File: config.mk
export PLATFORM = sky130hd
export DESIGN_NAME = alu_arbiter
export DESIGN_NICKNAME = d
export VERILOG_FILES = /design/src/rtl/alu_arbiter.sv
export SDC_FILE = /design/constraint.sdc
export NUM_CORES = 1
export LEC_CHECK = 0
export CAP_MARGIN = 20
export CELL_PAD_IN_SITES_DETAIL_PLACEMENT = 0
export CELL_PAD_IN_SITES_GLOBAL_PLACEMENT = 1
export CORE_MARGIN = 8
export CORE_UTILIZATION = 20
export DETAILED_ROUTE_END_ITERATION = 8
export GPL_TIMING_DRIVEN = 0
export PLACE_DENSITY = 0.79
export SETUP_SLACK_MARGIN = 0.02
export SLEW_MARGIN = 0
export SYNTH_ARGS = -nofsm -noshare
export SYNTH_HDL_FRONTEND = slang
export SYNTH_SLANG_ARGS = --single-unit
File: constraint.sdc
create_clock -name clk_i -period 2.5 [get_ports clk_i]
set_input_delay 0.375 -clock clk_i [delete_from_list [all_inputs] [get_ports clk_i]]
set_output_delay 0.375 -clock clk_i [all_outputs]
set_load 0.02 [all_outputs]
File: src/rtl/alu_arbiter.sv
// Round-robin arbiter sharing one combinational add/sub ALU between NUM_REQ requesters,
// with a one-entry valid/ready response stage. ALU_ARB_STATS_EN adds per-requester grant counters.
module alu_arbiter #(
    parameter  int unsigned SIZE    = 7,
    parameter  int unsigned NUM_REQ = 4,
    localparam int unsigned W       = SIZE + 1,
    localparam int unsigned IDW     = $clog2(NUM_REQ)
) (
    input  logic                 clk_i,
    input  logic                 rst_i,
    input  logic [NUM_REQ-1:0]   req_valid_i,
    output logic [NUM_REQ-1:0]   req_ready_o,
    input  logic [2*NUM_REQ-1:0] req_op_i,
    input  logic [W*NUM_REQ-1:0] req_a_i,
    input  logic [W*NUM_REQ-1:0] req_b_i,
    output logic [1:0]           alu_operator_o,
    output logic [W-1:0]         alu_operand_a_o,
    output logic [W-1:0]         alu_operand_b_o,
    input  logic [W-1:0]         alu_result_i,
    output logic                 resp_valid_o,
    input  logic                 resp_ready_i,
    output logic [IDW-1:0]       resp_id_o,
    output logic [W-1:0]         resp_result_o,
    output logic                 resp_err_o
`ifdef ALU_ARB_STATS_EN
    ,
    output logic [16*NUM_REQ-1:0] grant_cnt_o
`endif
);

    typedef enum logic {
        EMPTY = 1'b0,
        FULL  = 1'b1
    } state_e;

    state_e         state_q, state_d;
    logic [IDW-1:0] rr_q, rr_d;
    logic [IDW-1:0] resp_id_q, resp_id_d;
    logic [W-1:0]   resp_result_q, resp_result_d;
    logic           resp_err_q, resp_err_d;

    logic [1:0]     op_arr [NUM_REQ];
    logic [W-1:0]   a_arr  [NUM_REQ];
    logic [W-1:0]   b_arr  [NUM_REQ];

    logic           can_accept;
    logic           grant;
    logic           reserved;
    logic [IDW-1:0] win_id;
    logic [IDW-1:0] cand;

    // Split the flat request buses into per-requester fields
    always_comb begin
        for (int r = 0; r < NUM_REQ; r++) begin
            op_arr[r] = req_op_i[2*r +: 2];
            a_arr[r]  = req_a_i[W*r +: W];
            b_arr[r]  = req_b_i[W*r +: W];
        end
    end

    // Round-robin search: scan downward so the nearest index after rr_q wins
    always_comb begin
        grant      = 1'b0;
        win_id     = '0;
        cand       = '0;
        can_accept = (state_q == EMPTY) || resp_ready_i;
        for (int i = NUM_REQ; i >= 1; i--) begin
            cand = IDW'((32'(rr_q) + 32'(i)) % 32'(NUM_REQ));
            if (req_valid_i[cand]) begin
                grant  = 1'b1;
                win_id = cand;
            end
        end
        grant = grant && can_accept && !rst_i;
    end

    // Next state, ALU drive and response capture
    always_comb begin
        state_d         = state_q;
        rr_d            = rr_q;
        resp_id_d       = resp_id_q;
        resp_result_d   = resp_result_q;
        resp_err_d      = resp_err_q;
        req_ready_o     = '0;
        alu_operator_o  = 2'b00;
        alu_operand_a_o = '0;
        alu_operand_b_o = '0;
        reserved        = 1'b0;

        if (grant) begin
            reserved            = op_arr[win_id][1];
            req_ready_o[win_id] = 1'b1;
            alu_operator_o      = reserved ? 2'b00 : op_arr[win_id];
            alu_operand_a_o     = a_arr[win_id];
            alu_operand_b_o     = b_arr[win_id];
            resp_result_d       = reserved ? '0 : alu_result_i;
            resp_id_d           = win_id;
            resp_err_d          = reserved;
            rr_d                = win_id;
            state_d             = FULL;
        end else if ((state_q == FULL) && resp_ready_i) begin
            state_d = EMPTY;
        end
    end

    always_ff @(posedge clk_i) begin
        if (rst_i) begin
            state_q       <= EMPTY;
            rr_q          <= IDW'(NUM_REQ - 1);
            resp_id_q     <= '0;
            resp_result_q <= '0;
            resp_err_q    <= 1'b0;
        end else begin
            state_q       <= state_d;
            rr_q          <= rr_d;
            resp_id_q     <= resp_id_d;
            resp_result_q <= resp_result_d;
            resp_err_q    <= resp_err_d;
        end
    end

    assign resp_valid_o  = (state_q == FULL);
    assign resp_id_o     = resp_id_q;
    assign resp_result_o = resp_result_q;
    assign resp_err_o    = resp_err_q;

`ifdef ALU_ARB_STATS_EN
    logic [15:0] grant_cnt_q [NUM_REQ];
    logic [15:0] grant_cnt_d [NUM_REQ];

    // Saturating per-requester grant counters
    always_comb begin
        for (int r = 0; r < NUM_REQ; r++) begin
            grant_cnt_d[r] = grant_cnt_q[r];
            if (grant && (win_id == IDW'(r)) && (grant_cnt_q[r] != 16'hFFFF)) begin
                grant_cnt_d[r] = grant_cnt_q[r] + 16'd1;
            end
            grant_cnt_o[16*r +: 16] = grant_cnt_q[r];
        end
    end

    always_ff @(posedge clk_i) begin
        if (rst_i) begin
            for (int r = 0; r < NUM_REQ; r++) begin
                grant_cnt_q[r] <= '0;
            end
        end else begin
            grant_cnt_q <= grant_cnt_d;
        end
    end
`endif

endmodule

==> reports/qor.yml <==
sta:
  worst_clock_skew_ps: 3.23
  hold_slack_ps: 448
  setup-violations-final: 0
  min_period_over_period_pct: 95.2
  layout_setup_ws_ps: 120
  layout_min_cycle_time_ps: 2380
  rsz0062_at_grt: "true"
  number_of_slew_limit_violations_in_the_final_report: 0
  achievable-frequency_ghz: 0.420
  hold_violations: 0
layout:
  syn2layout_area_growth_pct: 119
  utilization_pct: 45.1
  finalNetCount: 382
  multi_input_area_um2: 1020
  finalInstanceArea_um2: 2850
  ff_latch_area_um2: 283
  final.fill_count: 646
  fraction_of_final_layout_cells_with_drive_strength_greater_than_1_pct: 28.2
  antenna-diode-count: 0
yosys:
  synth_edf_count: 0
  post_synthesis_instance_area_um2: 1300
  simple_gate_share_of_the_synthesized_area_pct: 27.1
  post_synth.cell_area_avg_um2: 8.22
  synth_flop_cell: "sky130_fd_sc_hd__dfxtp_1"
  synth_top_family_by_area: "compound AO/OA/AOI/OAI gates"
  xor_and_xnor_fraction_of_the_mapped_netlist_area_pct: 0
  synth_cells: 158
  synth.yosys.seq_area_share_pct: 21.6
  yosys.cell_types.count: 33
  synth.yosys.warnings: 0
  synthesis.nets: 245
  synth_largest_type_area_fraction_pct: 21.6
  synthDominantAreaCellType: "sky130_fd_sc_hd__dfxtp_1"
  synth_compound_gate_area_share_pct: 27.3
  synthArstFlopShare_pct: 0
  synth.ff_latch_count: 14
  synth.top_cells.by_count: "33 x sky130_fd_sc_hd__a211oi_1, 18 x sky130_fd_sc_hd__mux2i_1, 14 x sky130_fd_sc_hd__dfxtp_1"
  post-synth-top-count-cell: "sky130_fd_sc_hd__a211oi_1"
  synth-adder-area-share_pct: 0
  synth.area.mux_share_pct: 16.5
  synth_top_cells_by_area: "sky130_fd_sc_hd__dfxtp_1 22%, sky130_fd_sc_hd__a211oi_1 19%, sky130_fd_sc_hd__mux2i_1 14%"
placement:
  placed_instance_area_um2: 2590
  placement.setup.worst_slack_ps: -1150
  portBuffers: 119
  place.detailed.hpwl_mm: 5.12
  finalWeightedCongestion: 0.749
clocking:
  clkTransAtPathRegs_ps: 60
  tritoncts_buffer_count: 3
  clk_sink_count: 14
  clock_buffer_depth: 2
  clock_tree_root_driver_cell: "sky130_fd_sc_hd__clkbuf_8"
  insertion_delay_ps: 240
  cts.hold.buffers_added: 0
  cts_tree: "yes"
  htree_num_levels: 1
power:
  totalPowerFinal_w: 0.00130
  cellLeakagePower_nw: 1.12
  peakVddDrop_mv: 0.212
  power_per_cell_area_nw_per_um2: 457
route:
  drt-pass1-iter-count: 4
  routedWlPerCell_um: 18.1
  drt_wl_total_mm: 6.73
  drt-initial-drc-count: 43
  detailed_route_drc_error_count: 0
  antenna_left: 0
  via_per_inst: 4.77
  route.vias.total: 1770
floorplan:
  top_level_ports: 121
  design.core.area_um2: 6310
  floorplan.initialDensity_pct: 20.6
  fp.dieArea_um2: 9330
  fp.dieW_um: 96.6
  num_rows: 29
  die_height_um: 96.6
hold_path:
  worstHoldEndpoint: "resp_valid_o$_SDFFE_PP0P_"
  min_path_cells: 3
  timing.hold.worst.class: "input port to register"
  min-delay-start: "req_valid_i[2]"
grt:
  grt_antenna_before_repair: 0
  grt_pass1_wl_mm: 10.2
  global_route.usage.total_pct: 14.0
  pin_count_of_the_biggest_net_entering_global_routing: 11
  gr-total-overflow: 0
  via_count_of_the_first_global_routing_pass: 1895
critical_path:
  timing.reg2reg.setup_slack_ps: 610
  worstReg2RegStart: "rr_q[0]$_SDFFE_PP1P_"
  timing.rr.end: "resp_err_o$_SDFFE_PP0P_"
  cp-end-kind: "output pin"
  worstRegToRegCells: 7
  setup.worst_path.start_class: "input port"
  critPathRequiredTime_ps: 2120
  cp_data_arrival_time_ps: 2000
  crit_path_max_fanout: 6
  worst-setup-path-type: "input port to output pin"
run:
  max_cap_violations: 0
outcome:
  status: "finished clean"
[cell families (layout without fill, tap and decap cells)]
group,after synthesis,count (layout)
muxes,20,20
and+or+nand+nor,59,59
other,1,1
buffers and inverters,16,152
DFF,14,14
AOI/OAI and AO/OA,48,48
[how the worst max path moves through the flow]
stage                         end            startpoint  depth (start not counted)
2_1_floorplan  alu_operand_a_o[4]        req_valid_i[1]                          6
3_3_place_gp       req_ready_o[3]        req_valid_i[1]                          8
3_5_place_dp   alu_operand_b_o[1]        req_valid_i[1]                          8
4_1_cts            req_ready_o[0]  rr_q[0]$_SDFFE_PP1P_                          8
5_1_grt        alu_operand_a_o[0]  rr_q[0]$_SDFFE_PP1P_                          8
6_report        alu_operator_o[0]        req_valid_i[3]                          8
[registers in the layout, summed over array words and instances (netlist names)]
signal / flops
resp_err_o: 1
resp_id_o: 2
resp_result_o: 8
resp_valid_o: 1
rr_q: 2
[per-stage QoR]
stage | setup TNS [ps] | cells
2_1_floorplan | 0 | 158
3_3_place_gp | -21950 | 354
3_5_place_dp | -22830 | 354
4_1_cts | 0 | 372
5_1_grt | 0 | 371
6_report | 0 | 371
[where the power goes]
| group | switching, W | leakage (nW) | internal (W) | total (W) |
|---|---|---|---|---|
| registers | 0.0000183 | 0.115 | 0.000250 | 0.000268 |
| clock network | 0.0000813 | 0.0288 | 0.000139 | 0.000221 |
| logic | 0.000376 | 0.977 | 0.000435 | 0.000812 |
| total | 0.000476 | 1.12 | 0.000824 | 0.00130 |
[cell usage in the layout (no fill, tap or decap), types with 2 or more instances in the layout]
master                             n
sky130_fd_sc_hd__o21ai_1           8
sky130_fd_sc_hd__mux2i_2           2
sky130_fd_sc_hd__buf_4            21
sky130_fd_sc_hd__dfxtp_1          12
sky130_fd_sc_hd__a21oi_1           3
sky130_fd_sc_hd__buf_12            2
sky130_fd_sc_hd__dfxtp_2           2
sky130_fd_sc_hd__a211oi_1         19
sky130_fd_sc_hd__clkbuf_8          5
sky130_fd_sc_hd__clkdlybuf4s50_1  93
sky130_fd_sc_hd__and2b_1           7
sky130_fd_sc_hd__nor2b_1          10
sky130_fd_sc_hd__nor3_1            4
sky130_fd_sc_hd__clkdlybuf4s15_2   2
sky130_fd_sc_hd__nand2_1          10
sky130_fd_sc_hd__nand2b_1          2
sky130_fd_sc_hd__buf_2            13
sky130_fd_sc_hd__mux2i_1          16
sky130_fd_sc_hd__a211oi_2         15
sky130_fd_sc_hd__nor3_2            2
sky130_fd_sc_hd__nor2_1            7
sky130_fd_sc_hd__nand3b_1          8
sky130_fd_sc_hd__clkbuf_2          3
sky130_fd_sc_hd__buf_6             6
[critical path, cell delays in order]
cell	delay (ps)
sky130_fd_sc_hd__clkdlybuf4s15_2	250
sky130_fd_sc_hd__nor2_1	120
sky130_fd_sc_hd__nor3_1	60
sky130_fd_sc_hd__a211oi_2	190
sky130_fd_sc_hd__buf_4	150
sky130_fd_sc_hd__mux4_2	520
sky130_fd_sc_hd__nor3_2	170
sky130_fd_sc_hd__buf_4	170
[repair_timing]
action | CTS | global route
buffers inserted | 12 | 0
pin swaps | 14 | 7
endpoints found under the setup margin | 21 | 20
cloned | 2 | 0
resized for setup | 144 | 29
[area by class of cell]
class                      count  area share [%]
timing repair buffer         132            43.3
multi-input combinational    128            36.0
sequential                    14            9.93
buffer                        15            5.36
tap                           77            3.38
clock buffer                   4            1.93
inverter                       1           0.132
[routing by layer]
layer / track usage (%) / vias to the layer above / wire [um]
met1: 16.5 / 844 / 2670
met3: 2.86 / 2 / 587
li1: - / 862 / -
met2: 25.6 / 62 / 3440
met5: 0 / - / 0
met4: 2.65 / 0 / 34
No activity file was read; power rests on OpenSTA's default activity.
